--- src/rtl/pad_cfg_loader.sv ---
// pad_cfg_loader: serial configuration loader for the pad-control mux tree.
//
// Write frame: cmd=1, 13 data bits MSB first ({test_ctl, port_ctl}), even-parity bit,
// then cfg_sel low. The config outputs load atomically on the edge that first samples
// cfg_sel low, and only if the frame was exactly 15 bits with correct parity.
// Read frame: cmd=0; the current {test_ctl, port_ctl, parity} is shifted out on cfg_sdo.
//
// Ports:
//   clk           clock, rising edge
//   rst_n         asynchronous active-low reset
//   cfg_sel       frame enable (high for the whole frame)
//   cfg_sdi       serial data in
//   cfg_sdo       serial data out (registered, read frames only)
//   cfg_busy      frame in progress
//   cfg_done      one-cycle pulse: frame completed
//   cfg_err       one-cycle pulse: frame aborted/short/overrun/parity error
//   test_ctl_out  registered test_ctl to chip_top
//   port_ctl_out  registered port_ctl to chip_top
module pad_cfg_loader #(
    parameter int unsigned          TEST_W   = 6,
    parameter int unsigned          PORT_W   = 7,
    parameter logic [TEST_W-1:0]    TEST_RST = 6'h20,
    parameter logic [PORT_W-1:0]    PORT_RST = 7'h60
) (
    input  logic              clk,
    input  logic              rst_n,
    input  logic              cfg_sel,
    input  logic              cfg_sdi,
    output logic              cfg_sdo,
    output logic              cfg_busy,
    output logic              cfg_done,
    output logic              cfg_err,
    output logic [TEST_W-1:0] test_ctl_out,
    output logic [PORT_W-1:0] port_ctl_out
);

    localparam int unsigned CFG_W    = TEST_W + PORT_W;
    // Counter value on the edge that shifts the last data bit (write) / last read bit.
    localparam logic [3:0]  LastData = 4'(CFG_W - 1);
    localparam logic [3:0]  LastRead = 4'(CFG_W);

    // StCmd is never entered: the command bit is decoded directly in StIdle.
    typedef enum logic [2:0] {
        StIdle, StCmd, StWdata, StWpar, StWhold, StRdata, StRtail
    } state_e;

    state_e             state_q, state_d;
    logic [3:0]         cnt_q, cnt_d;
    logic [CFG_W-1:0]   shadow_q, shadow_d;
    logic [CFG_W-1:0]   shift_q, shift_d;
    logic               par_q, par_d;
    logic               ovr_q, ovr_d;
    logic               sdo_q, sdo_d;
    logic               busy_q, busy_d;
    logic               done_q, done_d;
    logic               err_q, err_d;
    logic [TEST_W-1:0]  test_q, test_d;
    logic [PORT_W-1:0]  port_q, port_d;
    logic [3:0]         cnt_inc;

    // Saturating bit counter: never wraps back into a valid count.
    assign cnt_inc = (cnt_q == 4'hF) ? cnt_q : cnt_q + 4'd1;

    always_comb begin
        state_d  = state_q;
        cnt_d    = cnt_q;
        shadow_d = shadow_q;
        shift_d  = shift_q;
        par_d    = par_q;
        ovr_d    = ovr_q;
        sdo_d    = 1'b0;
        busy_d   = busy_q;
        done_d   = 1'b0;
        err_d    = 1'b0;
        test_d   = test_q;
        port_d   = port_q;

        case (state_q)
            StIdle: begin
                if (cfg_sel) begin
                    busy_d = 1'b1;
                    cnt_d  = 4'd0;
                    ovr_d  = 1'b0;
                    if (cfg_sdi) begin
                        state_d = StWdata;
                    end else begin
                        state_d = StRdata;
                        // MSB goes straight to cfg_sdo; the rest waits in the shifter.
                        {sdo_d, shift_d} = {test_q, port_q, ^{test_q, port_q}};
                    end
                end
            end
            StWdata: begin
                if (!cfg_sel) begin
                    err_d   = 1'b1;
                    busy_d  = 1'b0;
                    state_d = StIdle;
                end else begin
                    shadow_d = {shadow_q[CFG_W-2:0], cfg_sdi};
                    cnt_d    = cnt_inc;
                    if (cnt_q == LastData) begin
                        state_d = StWpar;
                    end
                end
            end
            StWpar: begin
                if (!cfg_sel) begin
                    err_d   = 1'b1;
                    busy_d  = 1'b0;
                    state_d = StIdle;
                end else begin
                    par_d   = cfg_sdi;
                    state_d = StWhold;
                end
            end
            StWhold: begin
                if (cfg_sel) begin
                    ovr_d = 1'b1;
                end else begin
                    if (!ovr_q && !(^{shadow_q, par_q})) begin
                        test_d = shadow_q[CFG_W-1:PORT_W];
                        port_d = shadow_q[PORT_W-1:0];
                        done_d = 1'b1;
                    end else begin
                        err_d = 1'b1;
                    end
                    busy_d  = 1'b0;
                    state_d = StIdle;
                end
            end
            StRdata: begin
                if (!cfg_sel) begin
                    err_d   = 1'b1;
                    busy_d  = 1'b0;
                    state_d = StIdle;
                end else begin
                    cnt_d = cnt_inc;
                    if (cnt_q == LastRead) begin
                        state_d = StRtail;
                    end else begin
                        {sdo_d, shift_d} = {shift_q, 1'b0};
                    end
                end
            end
            StRtail: begin
                if (!cfg_sel) begin
                    done_d  = 1'b1;
                    busy_d  = 1'b0;
                    state_d = StIdle;
                end
            end
            default: begin
                busy_d  = 1'b0;
                state_d = StIdle;
            end
        endcase
    end

    always_ff @(posedge clk or negedge rst_n) begin
        if (!rst_n) begin
            state_q  <= StIdle;
            cnt_q    <= 4'd0;
            shadow_q <= '0;
            shift_q  <= '0;
            par_q    <= 1'b0;
            ovr_q    <= 1'b0;
            sdo_q    <= 1'b0;
            busy_q   <= 1'b0;
            done_q   <= 1'b0;
            err_q    <= 1'b0;
            test_q   <= TEST_RST;
            port_q   <= PORT_RST;
        end else begin
            state_q  <= state_d;
            cnt_q    <= cnt_d;
            shadow_q <= shadow_d;
            shift_q  <= shift_d;
            par_q    <= par_d;
            ovr_q    <= ovr_d;
            sdo_q    <= sdo_d;
            busy_q   <= busy_d;
            done_q   <= done_d;
            err_q    <= err_d;
            test_q   <= test_d;
            port_q   <= port_d;
        end
    end

    assign cfg_sdo      = sdo_q;
    assign cfg_busy     = busy_q;
    assign cfg_done     = done_q;
    assign cfg_err      = err_q;
    assign test_ctl_out = test_q;
    assign port_ctl_out = port_q;

endmodule

--- config.mk ---
export PLATFORM = sky130hd
export DESIGN_NAME = pad_cfg_loader
export DESIGN_NICKNAME = d
export VERILOG_FILES = /design/src/rtl/pad_cfg_loader.sv
export SDC_FILE = /design/constraint.sdc
export NUM_CORES = 1
export LEC_CHECK = 0
export ABC_AREA = 1
export BUFFER_PORTS_ARGS = -buffer_cell sky130_fd_sc_hd__buf_2
export CAP_MARGIN = 25
export CORE_ASPECT_RATIO = 1.2
export CORE_UTILIZATION = 40
export DETAILED_ROUTE_END_ITERATION = 8
export GPL_ROUTABILITY_DRIVEN = 1
export PLACE_DENSITY_LB_ADDON = 0.2
export SYNTH_ARGS = -nofsm -noshare
export SYNTH_HDL_FRONTEND = slang
export SYNTH_SLANG_ARGS = --single-unit
--- constraint.sdc ---
create_clock -name clk -period 1.6 [get_ports clk]
set_input_delay 0.08 -clock clk [delete_from_list [all_inputs] [get_ports clk]]
set_output_delay 0.08 -clock clk [all_outputs]
set_load 0.005 [all_outputs]
## Yosys cells after proc, flatten, opt, wreduce, memory -nomap -nowiden

Cells that the tools add are included.

| storage, ports and cells | value |
|---|---|
| bits in registers | 52 |
| input bits | 4 |
| output and inout port bits | 17 |
| word-level logic and storage cells | 89 |

| operators by class | value |
|---|---|
| add/sub/neg operators | 1 |
| equal/unequal tests | 19 |
| mux-type cells | 35 |
| bitwise logic cells | 1 |
| reduce and logical (&&, ||, !) cells | 21 |

Operator list:

| operator | number |
|---|---|
| 2-to-1 mux 13 bit | 4 |
| case mux 13 bit (2 select lines) | 1 |
| 2-to-1 mux 3 bit | 8 |
| inequality test 2 bit, second input constant | 8 |
| case mux 3 bit (5 select lines) | 1 |
| XOR reduction 14 bit | 1 |
| XOR reduction 13 bit | 1 |
| equality test 4 bit, second input constant | 3 |
| 2-to-1 mux 1 bit | 12 |
| 2-to-1 mux 4 bit | 3 |
| case mux 1 bit (2 select lines) | 5 |
| equality test 3 bit, second input constant | 3 |
| case mux 4 bit (2 select lines) | 1 |
| AND reduction 4 bit | 2 |
| equality test 3 x 2 -> 1 bit, second input constant | 2 |
| inequality test 3 bit, second input constant | 2 |
| AND reduction 2 bit | 3 |
| AND reduction 3 bit | 2 |
| nonzero test 2 bit | 3 |
| AND reduction 5 bit | 1 |
| OR reduction 5 bit | 1 |
| adder 4 x 1 -> 4 bit, second input constant | 1 |
| OR reduction 2 bit | 2 |
| zero test 3 bit | 1 |
| other kinds (5) | 6 |

## Longest topological paths before layout

| logic depth | value |
|---|---|
| word-level depth | 6 |
| depth in mapped cells | 14 |
| mapped depth without buffers | 13 |

## Worst setup path before layout

OpenSTA, ideal clock, no wires.

| path | value |
|---|---|
| kind | register -> register |
| from | reg state_q[1] |
| to | reg port_q[2], in the netlist port_ctl_out[2] |
| setup time | 0.066 ns |
| arrival time | 1.387 ns |
| required time | 1.534 ns |
| path slack | 0.147 ns |
| cell stages (with the launch flop) | 7 |
| buffers on the path | 1 |
| period minus slack after synthesis | 1.453 ns |
| path through | dfrtp_1 nor2_1 nand2_1 nor2_1 clkbuf_1 nand4_1 nand2_1 |

| between the ends | value |
|---|---|
| cells in the longest elaborated chain, start to end | 2 |

RTL lines:

| element | line | text |
|---|---|---|
| start: declaration | 47 | `state_e state_q, state_d;` |
| start signal: assignment | 161 | `state_q <= StIdle;` |
| start signal: assignment | 174 | `state_q <= state_d;` |
| equality test 3 bit | 78 | `case (state_q)` |
| AND reduction 3 bit (no source line) | - |  |
| end signal: assignment | 185 | `port_q <= port_d;` |
| end: declaration | 58 | `logic [PORT_W-1:0] port_q, port_d;` |

Every way passes these cells.
A chain may end at the register's enable or synchronous reset.

## Worst setup path after layout

| path | value |
|---|---|
| from | reg shadow_q[6] |
| to | reg test_q[2], in the netlist test_ctl_out[2] |

| between the ends | value |
|---|---|
| cells in the longest elaborated chain, start to end | 4 |

RTL lines:

| element | line | text |
|---|---|---|
| start: declaration | 49 | `logic [CFG_W-1:0] shadow_q, shadow_d;` |
| start signal: assignment | 176 | `shadow_q <= shadow_d;` |
| XOR reduction 14 bit | 120 | `if (!ovr_q && !(^{shadow_q, par_q})) begin` |
| zero test 1 bit | 120 |  |
| logical AND 1 bit | 120 |  |
| AND reduction 3 bit (no source line) | - |  |
| end signal: assignment | 184 | `test_q <= test_d;` |
| end: declaration | 57 | `logic [TEST_W-1:0] test_q, test_d;` |

Every way passes these cells.

==> flow_metrics.env <==
export IMPL_outcome="completed"
export IMPL_synth_ff_type="dfrtp_1"
export IMPL_seqPwrFrac_pct=32.2
export IMPL_die_width_um=78.5
export IMPL_grt_max_degree=53
export IMPL_multi_input_area_um2=1400
export IMPL_p_clk_share_pct=11.1
export IMPL_viasPerCell=4.99
export IMPL_finalCritPeriodShare_pct=97.1
export IMPL_grt_overflow=0
export IMPL_fmax_mhz=644
export IMPL_clk_pin_slew_ns=0.09
export IMPL_yosys_warnings=0
export IMPL_syn_inst=363
export IMPL_crit_top_cell="nand2_1"
export IMPL_finalWorstSetupSlack_ns=0.0465
export IMPL_clock_latency_ns=0.30
export IMPL_worst_setup_path_start_kind="register"
export IMPL_crit_required_ns=1.80
export IMPL_fin_skew_ns=0.00727
export IMPL_fin_nets=415
export IMPL_wirelength_um=6560
export IMPL_ys_async_sr_fraction_pct=100
export IMPL_intPower_mw=3.96
export IMPL_p_switching_mw=3.25
export IMPL_port_buffers=20
export IMPL_cts_sink_count=52
export IMPL_endpoint_kind="register"
export IMPL_antenna_diode_count=0
export IMPL_yosys_top_cells_count="nand2_1, dfrtp_1, inv_1, o21ai_0, nor2_1"
export IMPL_dp_hpwl_um=4360
export IMPL_synth_top_area_share_pct=43.6
export IMPL_drive_gt1_share_pct=26.0
export IMPL_antenna_found_initial=0
export IMPL_cts_tree="done"
export IMPL_leakage_nw=1.71
export IMPL_finalCriticalPeriod_ns=1.55
export IMPL_postRouteAntennaNets=0
export IMPL_vias=2470
export IMPL_synth_edf_count=0
export IMPL_slew_headroom_pct=77.3
export IMPL_core_area_um2=6810
export IMPL_nFillCells=688
export IMPL_synth_nets=370
export IMPL_switching_share_pct=45.1
export IMPL_tightestPinTransition_ns=0.339
export IMPL_ios=21
export IMPL_avgSynthCellArea_um2=7.75
export IMPL_finalMaxSlewViolations=0
export IMPL_crit_slowest_cell="dfrtp_2"
export IMPL_cts_made_buffers=5
export IMPL_grt_pass1_vias=2196
export IMPL_finalSetupViolCount=0
export IMPL_place_gp_congestion=0.817
export IMPL_htree_levels=2
export IMPL_post_route_drc_count=0
export IMPL_clockRootBuffer="clkbuf_8"
export IMPL_ys_types=30
export IMPL_worstPathCellList="inv_2 -> nand2_1 -> nand2_1 -> nand2_1 -> nand2_1 -> nand3_1 -> nand2_1 -> nand2_2 -> nand2_4 -> nand3_4 -> nand2_1 -> nand2_1"
export IMPL_yosysTopAreaCell="dfrtp_1"
export IMPL_grt_pass1_wl_um=10300
export IMPL_rows=33
export IMPL_grt_usage_pct=17.8
export IMPL_hp_class="input port to register"
export IMPL_drtPass1Iterations=4
export IMPL_power_mw=7.21
export IMPL_worstPathMaxFanout=7
export IMPL_syn_to_final_growth_pct=21.9
export IMPL_power_density_nw_per_um2=2100
export IMPL_p_comb_share_pct=56.7
export IMPL_drt_iter0_markers=174
export IMPL_path_class="register to register"
export IMPL_yosysSeqAreaShare_pct=46.4
export IMPL_worst_ir_drop_vdd_mv=1.26
export IMPL_start_util_pct=41.3
export IMPL_synth_area_top_cells="dfrtp_1, nand2_1, inv_1"
export IMPL_maxCapViolations=0
export IMPL_die_height_um=93.8
export IMPL_clk_path_buf_depth=2
export IMPL_finalHoldViolations=0
export IMPL_final_seq_area_um2=1310
export IMPL_die_area_um2=7370
export IMPL_wl_per_cell_um=13.3
export IMPL_preCtsSetupSlack_ns=-0.00838
export IMPL_ys_seq_elements=52
export IMPL_yosysMostFrequentCell="nand2_1"
export IMPL_worst_ep_arrival_time_ns=1.75
export IMPL_netlist_area_um2=2810
export IMPL_max_stage_delay_ns=0.45
export IMPL_grt_setup_unrepaired="yes"
export IMPL_hold_ws_ns=0.136
layer usage:
| layer | track usage, % | part of all wire [%] |
|---|---|---|
| met1 | 23.5 | 46 |
| met2 | 30.0 | 50 |
| met3 | 2.72 | 3.2 |
| met4 | 5.09 | 1.1 |
| met5 | 0 | 0 |
layout by cell type (no fill, tap or decap), types with 5 or more instances in the layout:
cell type,instances
nand3_1,11
dfrtp_1,46
nor2_2,6
buf_4,20
nand4_1,13
clkbuf_8,7
buf_2,20
nand2_1,114
inv_1,37
xor2_1,5
inv_2,11
o211ai_1,8
nand2_2,13
nor2_1,11
xnor2_1,11
o21ai_1,8
o21ai_0,26
final cells by class:
class                      instances  area share, %
inverter                          48           5.26
tap                               87           3.18
multi-input combinational        255           40.8
sequential                        52           38.2
timing repair buffer              46           9.74
clock buffer                       7           2.81
flip-flops by register name, indices dropped and copies added (netlist names):
name and cells:
cfg_sdo 1, ovr_q 1, par_q 1, shift_q 13
port_ctl_out 7, test_ctl_out 6, shadow_q 13, cfg_done 1
cnt_q 4, cfg_busy 1, cfg_err 1, state_q 3
stage by stage:
stage / setup TNS, ns / util [%] / area, µm² / std cells
after floorplan: 0 / - / 2810 / 363
after global placement: 0 / 44.9 / 3060 / 471
after detailed placement: -0.00838 / 44.9 / 3060 / 471
after CTS: 0 / 46.7 / 3180 / 480
after global routing: -1.42 / 50.3 / 3430 / 495
final: 0 / 50.3 / 3430 / 495
cell families (layout without fill, tap and decap cells):
group / after synthesis / in the layout / share of synthesized area, %
XOR/XNOR: 16 / 16 / 4.98
AO/OA/AOI/OAI: 53 / 53 / 10.6
buffers and inverters: 59 / 101 / 8.77
adder cells (fa/ha/maj): 3 / 3 / 1.34
flip-flops: 52 / 52 / 46.4
AND/OR/NAND/NOR: 180 / 183 / 27.9
power groups by stage:
stage,combinational [mW],clock [mW],sequential (mW)
final,4.09,0.804,2.32
after global routing,4.60,0.869,2.40
after CTS,3.28,0.827,2.29
after detailed placement,3.23,0,2.32
after global placement,3.14,0,2.31
after floorplan,2.43,0,2.23
critical path: cells and delay by family, from the launching register on:
kind	cells	cell delay [ns]
buf+inv	1	0.07
simple gates	11	0.92
flops	1	0.45
what timing repair did:
action	in CTS	in global routing
endpoints found under the hold margin	49	0
endpoints found under the setup margin	7	47
hold buffers	1	0
resized for setup	4	43
gates cloned	1	3
pin swaps	1	16
buffers inserted	0	12
worst paths after layout:
check | start | depth (start not counted) | slack, ns | to
worst min-delay path | cfg_sel | 2 | 0.14 | cfg_done
max in group asynchronous | rst_n | 3 | 1.01 | test_ctl_out[5]
worst max-delay path | shadow_q[6] | 12 | 0.05 | test_ctl_out[2]
worst max register to register | shadow_q[6] | 12 | 0.05 | test_ctl_out[2]
worst min register to register | port_ctl_out[6] | 2 | 0.50 | port_ctl_out[6]
min in group asynchronous | rst_n | 3 | 0.30 | shift_q[7]
(Power assumes the default switching activity.)
